--- src/rtl/ir_burst_emitter.sv ---
// -----------------------------------------------------------------------------
// ir_burst_emitter
//
// Transmit side of the rover IR obstacle-sensing link. Drives two IR LEDs with
// bursts of a square-wave carrier separated by silent gaps. Bursts alternate
// between emitter 0 and emitter 1 so the receive path can tell which side
// produced a detection. A burst is never cut short by enable; only reset
// aborts one.
//
// Ports:
//   clock          in   system clock, rising edge
//   reset_n        in   asynchronous active-low reset
//   enable         in   level; high requests continuous burst/gap operation
//   IR_leds        out  [1:0] LED drive, bit i = emitter i, at most one high
//   burst_active   out  high on every cycle of a burst
//   active_emitter out  emitter owning the current or most recent burst
//   burst_done     out  one-cycle pulse on the first gap cycle
//   burst_count    out  [7:0] completed bursts, wraps 255 -> 0
//
// Carrier half-period HALF = CLK_FREQ_HZ / (2*CARRIER_HZ) clocks (>= 1).
// A burst lasts BURST_CYCLES*2*HALF clocks, a gap GAP_CYCLES*2*HALF clocks.
// -----------------------------------------------------------------------------
module ir_burst_emitter #(
  parameter int CLK_FREQ_HZ  = 100_000_000,
  parameter int CARRIER_HZ   = 38_000,
  parameter int BURST_CYCLES = 20,
  parameter int GAP_CYCLES   = 40
) (
  input  logic       clock,
  input  logic       reset_n,
  input  logic       enable,
  output logic [1:0] IR_leds,
  output logic       burst_active,
  output logic       active_emitter,
  output logic       burst_done,
  output logic [7:0] burst_count
);

  localparam int HALF    = CLK_FREQ_HZ / (2 * CARRIER_HZ);
  localparam int HALF_W  = (HALF > 1) ? $clog2(HALF) : 1;
  localparam int MAX_PER = (BURST_CYCLES > GAP_CYCLES) ? BURST_CYCLES : GAP_CYCLES;
  localparam int PER_W   = (MAX_PER > 1) ? $clog2(MAX_PER) : 1;

  localparam logic [HALF_W-1:0] HALF_LAST  = HALF_W'(HALF - 1);
  localparam logic [PER_W-1:0]  BURST_LAST = PER_W'(BURST_CYCLES - 1);
  localparam logic [PER_W-1:0]  GAP_LAST   = PER_W'(GAP_CYCLES - 1);

  typedef enum logic [1:0] {
    IDLE  = 2'd0,
    BURST = 2'd1,
    GAP   = 2'd2
  } state_e;

  // Control state
  state_e              state_q, state_d;
  logic [HALF_W-1:0]   half_cnt_q, half_cnt_d;
  logic                phase_q, phase_d;       // 0 = carrier high half
  logic [PER_W-1:0]    period_cnt_q, period_cnt_d;
  logic                emitter_q, emitter_d;

  // Registered outputs
  logic [1:0]          leds_q, leds_d;
  logic                active_q, active_d;
  logic                done_q, done_d;
  logic [7:0]          count_q, count_d;

  // Timing decodes on the current cycle
  logic half_wrap;
  logic period_wrap;
  logic burst_end;
  logic gap_end;

  assign half_wrap   = (half_cnt_q == HALF_LAST);
  assign period_wrap = half_wrap && phase_q;
  assign burst_end   = period_wrap && (period_cnt_q == BURST_LAST);
  assign gap_end     = period_wrap && (period_cnt_q == GAP_LAST);

  // ---------------------------------------------------------------------------
  // State register
  // ---------------------------------------------------------------------------
  // NOTE: flops use non-blocking assignments so every register samples the
  // pre-edge values of the others, independent of statement order.
  always_ff @(posedge clock or negedge reset_n) begin
    if (!reset_n) begin
      state_q      <= IDLE;
      half_cnt_q   <= '0;
      phase_q      <= 1'b0;
      period_cnt_q <= '0;
      emitter_q    <= 1'b0;
      leds_q       <= 2'b00;
      active_q     <= 1'b0;
      done_q       <= 1'b0;
      count_q      <= 8'd0;
    end else begin
      state_q      <= state_d;
      half_cnt_q   <= half_cnt_d;
      phase_q      <= phase_d;
      period_cnt_q <= period_cnt_d;
      emitter_q    <= emitter_d;
      leds_q       <= leds_d;
      active_q     <= active_d;
      done_q       <= done_d;
      count_q      <= count_d;
    end
  end

  // ---------------------------------------------------------------------------
  // Next-state logic
  // ---------------------------------------------------------------------------
  always_comb begin
    // NOTE: every variable gets a default before the case so no path leaves
    // it unassigned, which would otherwise infer a latch.
    state_d      = state_q;
    half_cnt_d   = half_cnt_q;
    phase_d      = phase_q;
    period_cnt_d = period_cnt_q;
    emitter_d    = emitter_q;

    // Carrier timebase advance; overridden below when a state ends.
    if (state_q != IDLE) begin
      if (half_wrap) begin
        half_cnt_d = '0;
        phase_d    = ~phase_q;
        if (phase_q) begin
          period_cnt_d = period_cnt_q + PER_W'(1);
        end
      end else begin
        half_cnt_d = half_cnt_q + HALF_W'(1);
      end
    end

    case (state_q)
      IDLE: begin
        if (enable) begin
          state_d   = BURST;
          emitter_d = 1'b0;   // first burst out of IDLE is always emitter 0
        end
      end

      BURST: begin
        if (burst_end) begin
          state_d      = GAP;
          half_cnt_d   = '0;
          phase_d      = 1'b0;
          period_cnt_d = '0;
        end
      end

      GAP: begin
        if (gap_end) begin
          half_cnt_d   = '0;
          phase_d      = 1'b0;
          period_cnt_d = '0;
          if (enable) begin
            state_d   = BURST;
            emitter_d = ~emitter_q;
          end else begin
            state_d = IDLE;
          end
        end
      end

      default: begin
        state_d      = IDLE;
        half_cnt_d   = '0;
        phase_d      = 1'b0;
        period_cnt_d = '0;
      end
    endcase
  end

  // ---------------------------------------------------------------------------
  // Output logic: computed from the next state so the outputs are registered
  // alongside it and line up with the state they describe.
  // ---------------------------------------------------------------------------
  always_comb begin
    leds_d   = 2'b00;
    active_d = (state_d == BURST);
    done_d   = (state_q == BURST) && (state_d == GAP);
    count_d  = count_q;

    if ((state_d == BURST) && !phase_d) begin
      leds_d = emitter_d ? 2'b10 : 2'b01;
    end

    if (done_d) begin
      count_d = count_q + 8'd1;   // intentional 255 -> 0 wrap
    end
  end

  assign IR_leds        = leds_q;
  assign burst_active   = active_q;
  assign active_emitter = emitter_q;
  assign burst_done     = done_q;
  assign burst_count    = count_q;

endmodule

--- config.mk ---
export PLATFORM = sky130hd
export DESIGN_NAME = ir_burst_emitter
export DESIGN_NICKNAME = d
export VERILOG_FILES = /design/src/rtl/ir_burst_emitter.sv
export SDC_FILE = /design/constraint.sdc
export NUM_CORES = 1
export LEC_CHECK = 0
export ABC_AREA = 0
export BUFFER_PORTS_ARGS = -buffer_cell sky130_fd_sc_hd__buf_2
export CORE_ASPECT_RATIO = 0.7
export CORE_MARGIN = 2
export CORE_UTILIZATION = 30
export DETAILED_ROUTE_END_ITERATION = 10
export MAX_ROUTING_LAYER = met4
export PLACE_DENSITY = 0.47
export RECOVER_POWER = 25
export SLEW_MARGIN = 20
export SYNTH_ARGS = -nofsm -noshare
export SYNTH_HDL_FRONTEND = slang
export SYNTH_SLANG_ARGS = --single-unit
--- constraint.sdc ---
create_clock -name clock -period 3.4 [get_ports clock]
set_input_delay 0.68 -clock clock [delete_from_list [all_inputs] [get_ports clock]]
set_output_delay 0.68 -clock clock [all_outputs]
set_load 0.01 [all_outputs]
# Word-level counts from Yosys, hierarchy flattened
# Cells that the tools add are included.
# op_classes
n_addsub	3
bitwise_logic	2
n_eq_ne	7
reduce_logical	8
n_mux	27
# ops
operator	count
2-to-1 mux 11 bit	4
case mux 11 bit (3 select lines)	1
2-to-1 mux 6 bit	5
case mux 6 bit (3 select lines)	1
adder 11 x 1 -> 11 bit (second input constant)	1
equality test 11 bit (second input constant)	1
2-to-1 mux 2 bit	5
adder 8 x 1 -> 8 bit (second input constant)	1
2-to-1 mux 1 bit	8
adder 6 x 1 -> 6 bit (second input constant)	1
equality test 6 x 5 -> 1 bit (second input constant)	1
equality test 6 bit (second input constant)	1
case mux 2 bit (3 select lines)	1
logical AND 1 bit	5
equality test 2 x 1 -> 1 bit (second input constant)	2
equality test 2 bit (second input constant)	2
case mux 1 bit (3 select lines)	1
zero test 2 bit	1
inverter 1 bit	2
case mux 1 bit (2 select lines)	1
nonzero test 2 bit	1
zero test 1 bit	1
# word_totals
reg_bits	33
inputBits	3
output_inout_bits	13

# Longest topological paths before layout
# logic_depth
word_depth	8
depth_mapped	10
ltp_nobuf	10

# Least setup slack after synthesis
# OpenSTA, ideal clock, no wires.
# synth_timing
path_type	flip-flop to flip-flop
startpoint	reg half_cnt_q[0]
endpoint	reg period_cnt_q[1]
setup_slack_ns	0.760
required_time_ns	3.278
stages_incl_launch_ff	11
setup_ns	0.122
arrival_time_ns	2.518
cell_sequence	dfrtp_1 inv_1 ha_1 or4b_4 nor3_2 ha_1 nand3b_1 o21ai_1 and2_1 o21ai_1 a32o_1
# synth_between
elab_chain_cells	5
elab_cells_between_ends	9
cone_classes	eq/ne: 1; mux: 5; reduce/logical: 3
# synth_rtl
element	line	text
from (decl)	56	logic [HALF_W-1:0] half_cnt_q, half_cnt_d;
from (signal assigned)	96	half_cnt_q <= half_cnt_d;
equality test 11 bit (*)	73	assign half_wrap = (half_cnt_q == HALF_LAST);
2-to-1 mux 6 bit or logical AND 1 bit (tied branches)	121, 74	
2-to-1 mux 6 bit (tied with other cells)	120	if (state_q != IDLE) begin
2-to-1 mux 6 bit, on equally long branches	150, 141	
case mux 6 bit (3 select lines) (*)	132	case (state_q)
named net period_cnt_d[1]	58	logic [PER_W-1:0] period_cnt_q, period_cnt_d;
to (signal assigned)	98	period_cnt_q <= period_cnt_d;
to (decl)	58	
# The timed path passes the listed nets; every way through them passes the cells marked *.
# A chain may end at the register's enable or synchronous reset.

# Worst setup path after layout
# Same ends and word-level chain as after synthesis.

==> results by group <==
Logic synthesis
  – Top post-synthesis cells by area: dfrtp_1 (48%), ha_1 (4.4%), nand3_1 (4.1%)
  – FFs w/ async S/R, synth: 100%
  – Register area share after synthesis: 48.3%
  – Post-synth top cells: dfrtp_1 (33), nand2_1 (16), nand3_1 (14), nor2_1 (13), xnor2_1 (8)
  – Avg Synthesized Cell Area: 10.3 µm²
  – Yosys cell types: 48
  – Cell Area, Synth: between 1500 and 2000 µm²
  – Top-count cell post-synth: dfrtp_1
  – Cell count after synthesis: 166
  – Synth Flop Type: dfrtp_1
  – Syn nets: around 180
  – Post-synth EDFFs: 0
  – Post-synth top area share: 48.3%
  – Number of synthesized register bits: 33
  – Ys Warns: 0
  – Area leader, netlist: dfrtp_1

Setup path
  – CP Max Fanout: 7
  – Crit Path Class: reg -> reg
  – Worst Setup End Kind: flip-flop
  – Critical path data arrival time: roughly 3.2 ns
  – Worst setup SP type: flip-flop
  – Required time of the critical path: roughly 3.6 ns

Clock network
  – Buffers from clock root to sink, at most: 2
  – H-tree Lvls: 2
  – Cts bufs inserted: 5
  – CTS resizes: 0
  – Clock-pin slew on the worst setup and hold paths: roughly 0.07 ns
  – CTS tree: yes
  – Setup bufs post-CTS: 0
  – Hold_buf cts: 0
  – # clock sinks: 33
  – Skew-Pair Late Insertion Delay: 0.29 ns
  – Clk Tree Root Cell: clkbuf_8

Run status
  – Failing checks: capacitance limit, slew limit
  – Status: complete, but fails checks

Pwr
  – Pwr Density: 396 nW/µm²
  – Pleak: 0.000920 µW
  – Maximum vdd drop: between 0.1 and 0.15 mV

GRT
  – Total grt overflow: 0
  – Largest net degree at the start of global routing: 34
  – GRT Util Overall: 13.5%
  – First-pass GRT wire length: 6140 µm
  – Initial antenna violation count: 0
  – Vias in the first global route: 1,264

Layout
  – P&R area growth vs syn: 16.4%
  – Layout fillers: 548
  – N_diodes: 0
  – Final Net Count: around 200
  – Register area: 826 µm²
  – Post-route cell area: around 2000 µm²
  – Final core utilization: between 30 and 40%
  – Fraction of layout cells with a size suffix above 1: approximately 16%
  – Area occupied by multi-input gates: 857 µm²

Routing
  – Via Count: 1,344
  – Final ANT Viol Nets: 0
  – TritonRoute pass-1 iters: 4
  – DRT Wirelength: 3650 µm
  – DR iter-0 viols: about 60
  – DR DRC count: 0
  – WL/cell: 14.0 µm
  – DR vias/cell: just over 5

Floorplanning
  – Width of the die: 94.2 µm
  – Die area: 6330 µm²
  – Die Y: 67.2 µm
  – Core area: 5370 µm²
  – Row count: 22
  – Initial core utilization: 31.8%
  – Ports: 16

Placement
  – Cell Area, Placed: 1870 µm²
  – PortBufs: 15
  – Routability cong.: 0.859
  – Dpl hpwl: 2730 µm

Timing
  – Count of final setup violators: 0
  – Crit share post-route: about nine tenths
  – Least-Margin Pin Slew: 1.78 ns
  – Period minus WS final: 3.06 ns
  – Setup Total Neg Slack: 0 ns
  – Max Fclk: 327 MHz
  – Final Hold Viols: 0
  – RSZ-0062 raised after global routing: no
  – Clock skew: 0.0108 ns
  – Max_slew headroom: -18.8%
  – Max Slew Vio Count: 34

Run
  – Max-cap violations: 1

Worst hold path
  – Hold Path Class: reg -> reg
[stage by stage]
stage                     total power (µW)  hold slack, ns  instances  setup slack [ns]
after global routing                   816           0.516        260             0.142
after floorplan                        401           0.384        166             0.760
after CTS                              796           0.474        260             0.319
after detailed placement               410           0.475        252             0.377
final                                  787           0.481        260             0.340
after global placement                 410           0.460        252             0.542
[final timing paths]
| path | startpoint | to | slack [ns] | cells past startpoint |
|---|---|---|---|---|
| setup / recovery | half_cnt_q[0]$_DFF_PN0_ | period_cnt_q[1]$_DFF_PN0_ | 0.34 | 10 |
| hold / removal | burst_count[7]$_DFFE_PN0P_ | burst_count[7]$_DFFE_PN0P_ | 0.48 | 1 |
| setup reg to reg | half_cnt_q[0]$_DFF_PN0_ | period_cnt_q[1]$_DFF_PN0_ | 0.34 | 10 |
| hold reg to reg | burst_count[7]$_DFFE_PN0P_ | burst_count[7]$_DFFE_PN0P_ | 0.48 | 1 |
| max in group asynchronous | reset_n | half_cnt_q[2]$_DFF_PN0_ | 1.51 | 1 |
| min in group asynchronous | reset_n | burst_count[0]$_DFFE_PN0P_ | 0.86 | 1 |
[cell usage in the layout (no fill, tap or decap), types with 2 or more instances in the layout]
cell type,n
nand3_1,14
o211ai_1,2
clkbuf_8,6
clkbuf_1,2
ha_1,6
or3_1,4
o21ai_1,5
a21oi_1,2
dfrtp_1,33
inv_1,4
nor2b_1,2
nor3_2,2
xor2_1,5
buf_2,14
nor3_1,3
nand2_1,16
o21ai_0,2
nand4_1,6
and3_1,3
nor2_1,13
nand3b_1,2
xnor2_1,8
o311ai_1,2
nand2b_1,4
[kinds of logic (layout without fill, tap and decap cells)]
group                    after synthesis  in the layout  synth area share [%]
AO/OA/AOI/OAI                         23             23                  9.44
XOR/XNOR                              13             13                  6.66
adder cells (fa/ha/maj)                6              6                  4.39
buffers and inverters                  7             29                  1.54
flip-flops                            33             33                  48.3
multiplexers                           2              2                  1.24
AND/OR/NAND/NOR                       82             82                  28.4
[worst max-delay path, cell delays in order, from the launching register on]
cell and delay [ns]:
dfrtp_1 0.43, inv_1 0.08, ha_1 0.14, or4b_4 0.49, nor3_2 0.27, ha_1 0.24, nand3b_1 0.24, o21ai_1 0.36
and2_1 0.33, o21ai_1 0.14, a32o_1 0.22
[sequential cells by signal, indices dropped and copies added (netlist names)]
register / flops
IR_leds: 2
period_cnt_q: 6
burst_done: 1
active_emitter: 1
half_cnt_q: 11
state_q: 2
burst_count: 8
phase_q: 1
burst_active: 1
[routing by layer]
metal,GRT usage (%),vias up,wire length (µm)
li1,-,643,-
met1,18.4,674,1950
met2,18.7,19,1490
met3,3.68,8,145
met4,6.16,0,66
met5,-,-,0
[where the power goes]
group          switching (µW)  total (µW)  internal, µW
Combinational            8.48        9.31         0.835
Clock                     147         386           239
Sequential                  0         392           392
[cell type report]
class	count	area share, %
inverters	5	0.943
clock buffers	7	4.34
flip-flops and latches	33	41.5
clock inverters	1	1.51
repair buffers	16	4.09
well taps	72	4.53
multi-input cells	126	43.1
No activity file was read; power rests on OpenSTA's default activity.
